<file path="src/rtl/keccak_stream_feeder.sv">
// Streams an OCM message into the keccak core as 64-bit lanes: a read FSM fetches bursts
// into a beat FIFO while a feed FSM unpacks beats and signals the padded final lane.
module keccak_stream_feeder #(
    parameter int BUS_W           = 128,
    parameter int BEATS_PER_BURST = 4,
    parameter int FIFO_DEPTH      = 8,
    parameter int LEN_W           = 16
) (
    input  logic             clk,
    input  logic             reset,
    input  logic             start,
    input  logic [LEN_W-1:0] msg_len,
    input  logic [BUS_W-1:0] ocm_data_out,
    input  logic             bus_data_valid,
    output logic             read_ready,
    output logic [31:0]      read_addr_index,
    output logic             init_master_txn,
    input  logic             read_done,
    output logic [63:0]      keccak_input,
    output logic             in_ready,
    output logic             is_last,
    output logic [2:0]       byte_num,
    input  logic             buffer_full,
    output logic             busy,
    output logic             done
);

    localparam int LANES       = BUS_W / 64;
    localparam int BURST_BYTES = BEATS_PER_BURST * BUS_W / 8;
    localparam int AW          = $clog2(FIFO_DEPTH);
    localparam int CNT_W       = AW + 1;
    localparam int LP_W        = (LANES > 1) ? $clog2(LANES) : 1;

    typedef enum logic [1:0] {R_IDLE, R_ISSUE, R_WAIT, R_DONE} rd_state_t;
    typedef enum logic [2:0] {F_IDLE, F_FETCH, F_SEND, F_LAST, F_FLUSH} fd_state_t;

    rd_state_t        rd_state_q, rd_state_d;
    fd_state_t        fd_state_q, fd_state_d;
    logic [31:0]      idx_q, idx_d, nbursts_q, nbursts_d;
    logic [31:0]      nbursts_calc_s;
    logic             init_q, init_d;
    logic [LEN_W-1:0] remaining_q, remaining_d;
    logic [BUS_W-1:0] fifo_mem_q [FIFO_DEPTH];
    logic [AW-1:0]    wr_ptr_q, wr_ptr_d, rd_ptr_q, rd_ptr_d;
    logic [CNT_W-1:0] count_q, count_d;
    logic [LP_W-1:0]  lane_ptr_q, lane_ptr_d;
    logic             ovf_q, ovf_d;
    logic [63:0]      kin_q, kin_d;
    logic             in_ready_q, in_ready_d, is_last_q, is_last_d;
    logic [2:0]       byte_num_q, byte_num_d;
    logic             busy_q, busy_d, done_q, done_d;
    logic             read_ready_q, read_ready_d;
    logic             start_s, pop_s, wr_en_s, finish_s, take_lane_s, fifo_nempty_s, last_lane_s;
    logic [63:0]      lanes_s [LANES];
    logic [63:0]      lane_s;

    assign start_s        = start && !busy_q;
    assign nbursts_calc_s = (32'(msg_len) + 32'(BURST_BYTES - 1)) / 32'(BURST_BYTES);
    assign fifo_nempty_s  = (count_q != CNT_W'(0));
    assign last_lane_s    = (lane_ptr_q == LP_W'(LANES - 1));

    // Split the head beat into lanes, lane k occupying bits [64k+63:64k]
    always_comb begin
        for (int k = 0; k < LANES; k++) begin
            lanes_s[k] = fifo_mem_q[rd_ptr_q][k*64 +: 64];
        end
        lane_s = lanes_s[lane_ptr_q];
    end

    // Read FSM: one burst request per index until all bursts of the message are fetched
    always_comb begin
        rd_state_d = rd_state_q;
        idx_d      = idx_q;
        nbursts_d  = nbursts_q;
        init_d     = 1'b0;
        case (rd_state_q)
            R_IDLE: begin
                if (start_s) begin
                    idx_d      = 32'd0;
                    nbursts_d  = nbursts_calc_s;
                    rd_state_d = R_ISSUE;
                end else begin
                    rd_state_d = R_IDLE;
                end
            end
            R_ISSUE: begin
                if (idx_q == nbursts_q) begin
                    rd_state_d = R_DONE;
                end else if (read_ready_q) begin
                    init_d     = 1'b1;
                    rd_state_d = R_WAIT;
                end else begin
                    rd_state_d = R_ISSUE;
                end
            end
            R_WAIT: begin
                if (read_done) begin
                    idx_d      = idx_q + 32'd1;
                    rd_state_d = R_ISSUE;
                end else begin
                    rd_state_d = R_WAIT;
                end
            end
            R_DONE: begin
                if (finish_s) begin
                    rd_state_d = R_IDLE;
                end else begin
                    rd_state_d = R_DONE;
                end
            end
            default: rd_state_d = R_IDLE;
        endcase
    end

    // Feed FSM: emits lanes to the core, then the is_last lane, then drains leftover beats
    always_comb begin
        fd_state_d  = fd_state_q;
        remaining_d = remaining_q;
        lane_ptr_d  = lane_ptr_q;
        kin_d       = kin_q;
        in_ready_d  = 1'b0;
        is_last_d   = 1'b0;
        byte_num_d  = 3'd0;
        busy_d      = busy_q;
        done_d      = 1'b0;
        pop_s       = 1'b0;
        finish_s    = 1'b0;
        take_lane_s = 1'b0;
        case (fd_state_q)
            F_IDLE: begin
                if (start_s) begin
                    remaining_d = msg_len;
                    lane_ptr_d  = LP_W'(0);
                    busy_d      = 1'b1;
                    fd_state_d  = F_FETCH;
                end else begin
                    fd_state_d = F_IDLE;
                end
            end
            F_FETCH: begin
                if (remaining_q < LEN_W'(8)) begin
                    fd_state_d = F_LAST;
                end else begin
                    fd_state_d = F_SEND;
                end
            end
            F_SEND: begin
                if (!buffer_full && fifo_nempty_s) begin
                    take_lane_s = 1'b1;
                    kin_d       = lane_s;
                    in_ready_d  = 1'b1;
                    remaining_d = remaining_q - LEN_W'(8);
                    if (remaining_d < LEN_W'(8)) begin
                        fd_state_d = F_LAST;
                    end else begin
                        fd_state_d = F_SEND;
                    end
                end else begin
                    fd_state_d = F_SEND;
                end
            end
            F_LAST: begin
                // An exact multiple of 8 bytes still needs an empty is_last lane for padding
                if (buffer_full) begin
                    fd_state_d = F_LAST;
                end else if (remaining_q == LEN_W'(0)) begin
                    kin_d      = 64'd0;
                    in_ready_d = 1'b1;
                    is_last_d  = 1'b1;
                    fd_state_d = F_FLUSH;
                end else if (fifo_nempty_s) begin
                    take_lane_s = 1'b1;
                    kin_d       = lane_s;
                    in_ready_d  = 1'b1;
                    is_last_d   = 1'b1;
                    byte_num_d  = remaining_q[2:0];
                    fd_state_d  = F_FLUSH;
                end else begin
                    fd_state_d = F_LAST;
                end
            end
            F_FLUSH: begin
                if (fifo_nempty_s) begin
                    pop_s      = 1'b1;
                    lane_ptr_d = LP_W'(0);
                end else if (rd_state_q == R_DONE) begin
                    done_d     = 1'b1;
                    busy_d     = 1'b0;
                    finish_s   = 1'b1;
                    fd_state_d = F_IDLE;
                end else begin
                    fd_state_d = F_FLUSH;
                end
            end
            default: fd_state_d = F_IDLE;
        endcase
        if (take_lane_s) begin
            if (last_lane_s) begin
                pop_s      = 1'b1;
                lane_ptr_d = LP_W'(0);
            end else begin
                lane_ptr_d = lane_ptr_q + LP_W'(1);
            end
        end else begin
            lane_ptr_d = lane_ptr_d;
        end
    end

    // FIFO bookkeeping; a write into a full FIFO is dropped unless a pop frees the slot
    always_comb begin
        wr_en_s = bus_data_valid && ((count_q != CNT_W'(FIFO_DEPTH)) || pop_s);
        if (wr_en_s) begin
            wr_ptr_d = wr_ptr_q + AW'(1);
        end else begin
            wr_ptr_d = wr_ptr_q;
        end
        if (pop_s) begin
            rd_ptr_d = rd_ptr_q + AW'(1);
        end else begin
            rd_ptr_d = rd_ptr_q;
        end
        case ({wr_en_s, pop_s})
            2'b10:   count_d = count_q + CNT_W'(1);
            2'b01:   count_d = count_q - CNT_W'(1);
            default: count_d = count_q;
        endcase
        ovf_d        = ovf_q | (bus_data_valid & ~wr_en_s);
        read_ready_d = (count_d <= CNT_W'(FIFO_DEPTH - BEATS_PER_BURST));
    end

    // Beat storage
    always_ff @(posedge clk) begin
        if (wr_en_s) begin
            fifo_mem_q[wr_ptr_q] <= ocm_data_out;
        end
    end

    // State, counters and registered outputs
    always_ff @(posedge clk) begin
        if (reset) begin
            rd_state_q   <= R_IDLE;
            fd_state_q   <= F_IDLE;
            idx_q        <= 32'd0;
            nbursts_q    <= 32'd0;
            init_q       <= 1'b0;
            remaining_q  <= LEN_W'(0);
            wr_ptr_q     <= AW'(0);
            rd_ptr_q     <= AW'(0);
            count_q      <= CNT_W'(0);
            lane_ptr_q   <= LP_W'(0);
            ovf_q        <= 1'b0;
            kin_q        <= 64'd0;
            in_ready_q   <= 1'b0;
            is_last_q    <= 1'b0;
            byte_num_q   <= 3'd0;
            busy_q       <= 1'b0;
            done_q       <= 1'b0;
            read_ready_q <= 1'b0;
        end else begin
            rd_state_q   <= rd_state_d;
            fd_state_q   <= fd_state_d;
            idx_q        <= idx_d;
            nbursts_q    <= nbursts_d;
            init_q       <= init_d;
            remaining_q  <= remaining_d;
            wr_ptr_q     <= wr_ptr_d;
            rd_ptr_q     <= rd_ptr_d;
            count_q      <= count_d;
            lane_ptr_q   <= lane_ptr_d;
            ovf_q        <= ovf_d;
            kin_q        <= kin_d;
            in_ready_q   <= in_ready_d;
            is_last_q    <= is_last_d;
            byte_num_q   <= byte_num_d;
            busy_q       <= busy_d;
            done_q       <= done_d;
            read_ready_q <= read_ready_d;
        end
    end

    assign read_ready      = read_ready_q;
    assign read_addr_index = idx_q;
    assign init_master_txn = init_q;
    assign keccak_input    = kin_q;
    assign in_ready        = in_ready_q;
    assign is_last         = is_last_q;
    assign byte_num        = byte_num_q;
    assign busy            = busy_q;
    assign done            = done_q;

endmodule

</file>
<file path="config.mk">
export PLATFORM = sky130hd
export DESIGN_NAME = keccak_stream_feeder
export DESIGN_NICKNAME = d
export VERILOG_FILES = /design/src/rtl/keccak_stream_feeder.sv
export SDC_FILE = /design/constraint.sdc
export NUM_CORES = 1
export LEC_CHECK = 0
export CAP_MARGIN = 20
export CORE_MARGIN = 3
export CORE_UTILIZATION = 59
export CTS_CLUSTER_DIAMETER = 120
export DETAILED_ROUTE_END_ITERATION = 10
export HOLD_SLACK_MARGIN = 0.12
export PLACE_DENSITY = 0.83
export RECOVER_POWER = 50
export SYNTH_ARGS = -nofsm -noshare
export SYNTH_HDL_FRONTEND = slang
export SYNTH_SLANG_ARGS = --single-unit
export TNS_END_PERCENT = 100
</file>
<file path="constraint.sdc">
create_clock -name clk -period 22 [get_ports clk]
set_input_delay 5.5 -clock clk [delete_from_list [all_inputs] [get_ports clk]]
set_output_delay 5.5 -clock clk [all_outputs]
set_load 0.02 [all_outputs]
</file>
After elaboration in Yosys (flattened, before gate mapping)
Memory sizes are Yosys's and may differ from the RTL's. A register that Yosys moved wholly into a read port is not among the register bits.
Cells that the tools add are included.
{"block": "totals", "regBits": 163, "ramBits": 1024, "in_bits": 150, "output_inout_bits": 105, "wordCells": 138, "memories": 1}
{"memory": "fifo_mem_q", "depth": 8, "width": 128, "rd": 1, "rd_ports_with_merged_regs": 1, "write_ports": 1, "line": "43", "source": "logic [BUS_W-1:0] fifo_mem_q [FIFO_DEPTH];"}
{"block": "op_classes", "n_addsub": 8, "n_lt_le_gt_ge": 4, "eq_ne": 21, "muxes": 59, "bitwise_logic": 4, "n_reduce_logical": 24}
{"operator": "$mux 64", "count": 7}
{"operator": "$pmux 64 s2", "count": 1}
{"operator": "$mux 32", "count": 2}
{"operator": "$pmux 32 s2", "count": 1}
{"operator": "$add 32x1->32 const B", "count": 1}
{"operator": "$eq 32x26->1", "count": 1}
{"operator": "$lt 16x4->1 const B", "count": 2}
{"operator": "$mux 16", "count": 2}
{"operator": "$pmux 16 s2", "count": 1}
{"operator": "$mux 1", "count": 26}
{"operator": "$mux 3", "count": 8}
{"operator": "$add 16x6->17 const B", "count": 1}
{"operator": "$logic_not 16->1", "count": 1}
{"operator": "$sub 16x4->16 const B", "count": 1}
{"operator": "$pmux 3 s5", "count": 1}
{"operator": "$ne 2x2->1 const B", "count": 7}
{"operator": "$ne 3x3->1 const B", "count": 3}
{"operator": "$reduce_and 3->1", "count": 3}
{"operator": "$mux 2", "count": 4}
{"operator": "$pmux 1 s2", "count": 4}
{"operator": "$pmux 2 s4", "count": 1}
{"operator": "$pmux 4 s2", "count": 1}
{"operator": "$reduce_and 4->1", "count": 2}
{"operator": "$reduce_bool 2->1", "count": 4}
{"operator": "25 further kinds", "count": 35}

Logic depth before layout (Yosys ltp)
{"block": "depth", "ltp_word": 11, "mapped_depth": 13, "depth_no_buf": 12}

Least setup slack after synthesis
No wires, ideal clock.
{"block": "synth_path", "path_type": "input to register", "startpoint": "in buffer_full", "endpoint": "mem fifo_mem_q[4][0] (enable)", "setup_ns": 0.974, "arrival_ns": 19.581, "required_time_ns": 21.026, "setup_slack_ns": 1.445, "stages": 5, "n_path_buf": 0, "path_cell_list": "nor4b_1 -> a211oi_4 -> a21oi_2 -> o41ai_4 -> nor4b_1"}
{"block": "synth_between", "elab_chain_cells": 9, "word_cells_on_any_way": 10, "cone_classes": "mux (6); reduce/logical (4)"}
{"element": "start: declaration", "line": "23", "source": "input logic buffer_full,"}
{"element": "$logic_not 1->1", "line": "148", "source": "if (!buffer_full && fifo_nempty_s) begin"}
{"element": "$logic_and 1x1->1", "line": "148"}
{"element": "$mux 1", "line": "148"}
{"element": "$pmux 1 s2 (*)", "line": "129", "source": "case (fd_state_q)"}
{"element": "$mux 1 (*)", "line": "197", "source": "if (take_lane_s) begin"}
{"element": "$logic_or 1x1->1 (*)", "line": "211", "source": "wr_en_s = bus_data_valid && ((count_q != CNT_W'(FIFO_DEPTH)) || pop_s);"}
{"element": "$logic_and 1x1->1 (*)", "line": "211"}
{"element": "$mux 1 (*)", "line": "233", "source": "if (wr_en_s) begin"}
{"element": "$mux 1 (not written as such) (*)", "line": "234", "source": "fifo_mem_q[wr_ptr_q] <= ocm_data_out;"}
{"element": "end: declaration", "line": "43"}
Every way passes the cells marked *; elsewhere a longest branch is shown, timed or not.

Final worst setup path
{"block": "layout_path", "startpoint": "in buffer_full", "endpoint": "mem fifo_mem_q[3][86] (enable)"}
The elaborated chain is that of the path after synthesis.

==> metrics.md <==
| Metric | Value |
|---|---|
| H-tree depth | 3 |
| Worst path arrival time | ~10 ns |
| Clk sink count | ~1200 |
| CTS Buffer Depth | 3 |
| Starting density of the core | 59.58% |
| Total DRC errors in the routed layout | 0 |
| Placed wire-length estimate | approximately 51000 um |
| Dominant cells by area after synthesis | sky130_fd_sc_hd__edfxtp_1 (68%), sky130_fd_sc_hd__mux4_2 (13%), sky130_fd_sc_hd__dfxtp_1 (6.7%) |
| Max-cap violations | 4 |
| Status | finished with violations |
| Count of unique library cells instantiated by Yosys | 62 |
| Global-route congestion overflow total | 0 |
| Root Driver | sky130_fd_sc_hd__clkbuf_16 |
| Worst supply voltage drop on vdd | around 0.074 mV |
| Leak pwr | roughly 17 nW |
| Register area share after synthesis | between 70% and 80% |
| Clock-pin slew on the worst setup and hold paths | 0.06 ns |
| Hold_buf cts | 0 |
| Post-synthesis cell area | between 0.04 and 0.05 mm2 |
| Portion of synthesized cell area occupied by the leading cell type | approximately two thirds |
| Setup TNS | 0 ns |
| Std-Cell Rows | between 100 and 150 |
| Violated checks | max-capacitance violations, max-slew violations |
| Setup Buffers After CTS | 0 |
| Finished layout cell area | 0.05278 mm2 |
| Shortest period the worst path allows | 9.677 ns |
| Endpoint required time on the critical path | between 20 and 25 ns |
| Post-Place Cell Area | a little under 0.05 mm2 |
| RSZ-0062 raised after global routing | false |
| Highest cell delay on the worst timing path | between 1 and 1.5 ns |
| Post-route ant nets | 0 |
| # nets final | 2757 |
| Total via count in the routed design | between 20000 and 25000 |
| Clock skew | approximately 0.025 ns |
| Top-Level Pins | approximately 260 |
| Count of input and output buffers | roughly 250 |
| Number of nets produced by synthesis | approximately 2500 |
| Cell type with the highest aggregate area in the netlist | sky130_fd_sc_hd__edfxtp_1 |
| Pin count of the biggest net entering global routing | about 150 |
| Number of buffers created by CTS | around 110 |
| Headroom to the max-slew limit | -81.47% |
| Cell type of the slowest stage on the worst timing path | sky130_fd_sc_hd__o41ai_1 |
| Height of the chip | between 200 and 300 um |
| Weighted congestion at the end of routability-driven global placement | a little over 0.8 |
| Via count of the first global-routing pass | about 25000 |
| Avg Inst Size Synth | a little under 20 um2 |
| Worst-path cell chain | clkdlybuf4s50_1, nor4b_1, a211oi_1, a21oi_2, o41ai_1, nand2b_1, nor3b_2, buf_4, buf_4 |
| Most used cells in the layout excluding fill and tap cells | sky130_fd_sc_hd__edfxtp_1 (1024), sky130_fd_sc_hd__mux4_2 (256), sky130_fd_sc_hd__dlygate4sd3_1 (180) |
| Worst Hold Margin | about 0.47 ns |
| Final setup violation count | 0 |
| Power density cells | between 80 and 90 mW/mm2 |
| Yosys warning count | 0 |
| Most frequent standard cell in the layout excluding fill and tap cells | sky130_fd_sc_hd__edfxtp_1 |
| Most numerous cell on the critical path | sky130_fd_sc_hd__buf_4 |
| Hold Crit Class | reg2reg |
| All-layer global routing usage | between 20% and 30% |
| Slew at the pin closest to its max-slew limit | ~2.7 ns |
| Proportion of register bits with asynchronous set or reset after synthesis | 0% |
| Start-to-end type of the worst setup path | in2reg |
| Count of final hold-check violations | 0 |
| Max-slew violation count | about 120 |
| Core Area | between 0.07 and 0.08 mm2 |
| Number of enable-type register cells in the synthesized netlist | between 1000 and 1500 |
| Antenna violations before repair | 38 |
| Kind of end point of the critical path | flop |
| Final period util | a little over two fifths |
| 1st-pass router iterations | 7 |
| Bufs and invs on worst path | 3 |
| Die Outline Area | around 0.08 mm2 |
| Post-CTS Resized | 0 |
| Ratio of cells with drive above 1 in the final layout | ~18% |
| Cell family with most CP delay | compound AO/OA/AOI/OAI gates |
| Top flip-flop cell by instance count after synthesis | sky130_fd_sc_hd__edfxtp_1 |
| Count of mapped cells out of synthesis | around 2300 |
| DR vias/cell | about 6.4 |
| Wire length of the first global-routing pass | 156600 um |
| Max frequency | about 0.10 GHz |
| Drt initial violations | 2541 |
| Clock latency reported for the late side of the worst-skew pair | 0.66 ns |
| Chip width | 283.2 um |
| Post-Route WL | between 100000 and 150000 um |
| Area added between synthesis and finish | 16.44% |
| Critical path peak fanout | 58 |
| Startpoint class of the critical path | input port |
| Clock tree from TritonCTS | yes |
| PnR Total Power | around 4.7 mW |
| Routed wirelength normalized by instance count | 27.47 um |
| Filler Cell Count | 4514 |
| Number of synthesized register bits | ~1200 |
-- final timing paths --
path                                  from                       endpoint  slack [ns]  cells after the start
max                            buffer_full    fifo_mem_q[3][86]$_DFFE_PP_       12.32                      9
min          keccak_input[22]$_SDFFE_PP0P_  keccak_input[22]$_SDFFE_PP0P_        0.47                      1
max reg2reg          count_q[0]$_SDFF_PP0_    fifo_mem_q[3][86]$_DFFE_PP_       16.83                      8
min reg2reg  keccak_input[22]$_SDFFE_PP0P_  keccak_input[22]$_SDFFE_PP0P_        0.47                      1
-- metal layers --
| metal | vias up | routed length, um | GRT usage, % |
|---|---|---|---|
| met5 | - | 61 | 0 |
| met4 | 10 | 3390 | 9.243 |
| met3 | 260 | 8265 | 4.859 |
| met2 | 1253 | 52860 | 43.66 |
| met1 | 12410 | 38090 | 33.78 |
| li1 | 10120 | - | - |
-- per-stage QoR --
stage	setup slack, ns	cells	util (%)
2_1_floorplan	1.445	2346	-
3_3_place_gp	12.13	3517	64.38
3_5_place_dp	12.04	3517	64.38
4_1_cts	12.69	3723	69.39
5_1_grt	12.03	3730	69.35
6_report	12.32	3738	69.38
-- state kept, by name, summed over array words and instances, names as in the netlist, 2 cells and up, named ones only --
register	cells
fifo_mem_q	1024
keccak_input	64
read_addr_index	32
remaining_q	16
nbursts_q	11
count_q	4
byte_num	3
fd_state_q	3
rd_ptr_q	3
wr_ptr_q	3
rd_state_q	2
-- final cells by class --
type / count / area, um2 / area share (%)
multi-input cells: 1016 / 10940 / 20.74
well taps: 1030 / 1289 / 2.442
flip-flops and latches: 1175 / 33790 / 64.01
repair buffers: 279 / 2846 / 5.393
clock buffers: 150 / 3181 / 6.026
diodes: 15 / 37.54 / 0.07112
inverters: 17 / 63.81 / 0.1209
clock inverters: 56 / 631.9 / 1.197
-- cell usage after synthesis (4+ instances only) --
| cell | number |
|---|---|
| sky130_fd_sc_hd__buf_2 | 33 |
| sky130_fd_sc_hd__and2_1 | 6 |
| sky130_fd_sc_hd__inv_1 | 17 |
| sky130_fd_sc_hd__clkbuf_1 | 93 |
| sky130_fd_sc_hd__nand4_1 | 16 |
| sky130_fd_sc_hd__a22oi_1 | 7 |
| sky130_fd_sc_hd__a211oi_1 | 78 |
| sky130_fd_sc_hd__and4_1 | 5 |
| sky130_fd_sc_hd__nand2_1 | 39 |
| sky130_fd_sc_hd__nor4_1 | 13 |
| sky130_fd_sc_hd__mux2i_1 | 75 |
| sky130_fd_sc_hd__ha_1 | 6 |
| sky130_fd_sc_hd__nor3_1 | 17 |
| sky130_fd_sc_hd__o21ai_0 | 32 |
| sky130_fd_sc_hd__a22o_1 | 66 |
| sky130_fd_sc_hd__dfxtp_1 | 151 |
| sky130_fd_sc_hd__a21oi_1 | 96 |
| sky130_fd_sc_hd__and3_1 | 11 |
| sky130_fd_sc_hd__or3_1 | 14 |
| sky130_fd_sc_hd__nand2b_1 | 6 |
| sky130_fd_sc_hd__edfxtp_1 | 1024 |
| sky130_fd_sc_hd__nor2_1 | 82 |
| sky130_fd_sc_hd__a21o_1 | 4 |
| sky130_fd_sc_hd__nor4b_1 | 6 |
| sky130_fd_sc_hd__buf_1 | 10 |
| sky130_fd_sc_hd__nand3_1 | 17 |
| sky130_fd_sc_hd__nor2b_1 | 68 |
| sky130_fd_sc_hd__xor2_1 | 19 |
| sky130_fd_sc_hd__xnor2_1 | 30 |
| sky130_fd_sc_hd__nor3b_1 | 7 |
| sky130_fd_sc_hd__mux4_2 | 256 |
-- power by group --
part / internal (mW) / switching (mW) / leakage, nW
logic: 0.0994 / 0.153 / 4.16
clock network: 1.16 / 0.812 / 1.87
registers: 2.49 / 0.0312 / 10.5
-- cell families after synthesis --
kind of cell / after synthesis / synth area share [%]
flops: 1175 / 74.51
mux: 331 / 14.38
simple gates: 318 / 3.757
compound gates: 311 / 4.795
buf+inv: 155 / 1.408
xor+xnor: 49 / 0.9468
fa+ha+maj: 7 / 0.2098
(Power assumes the default switching activity.)
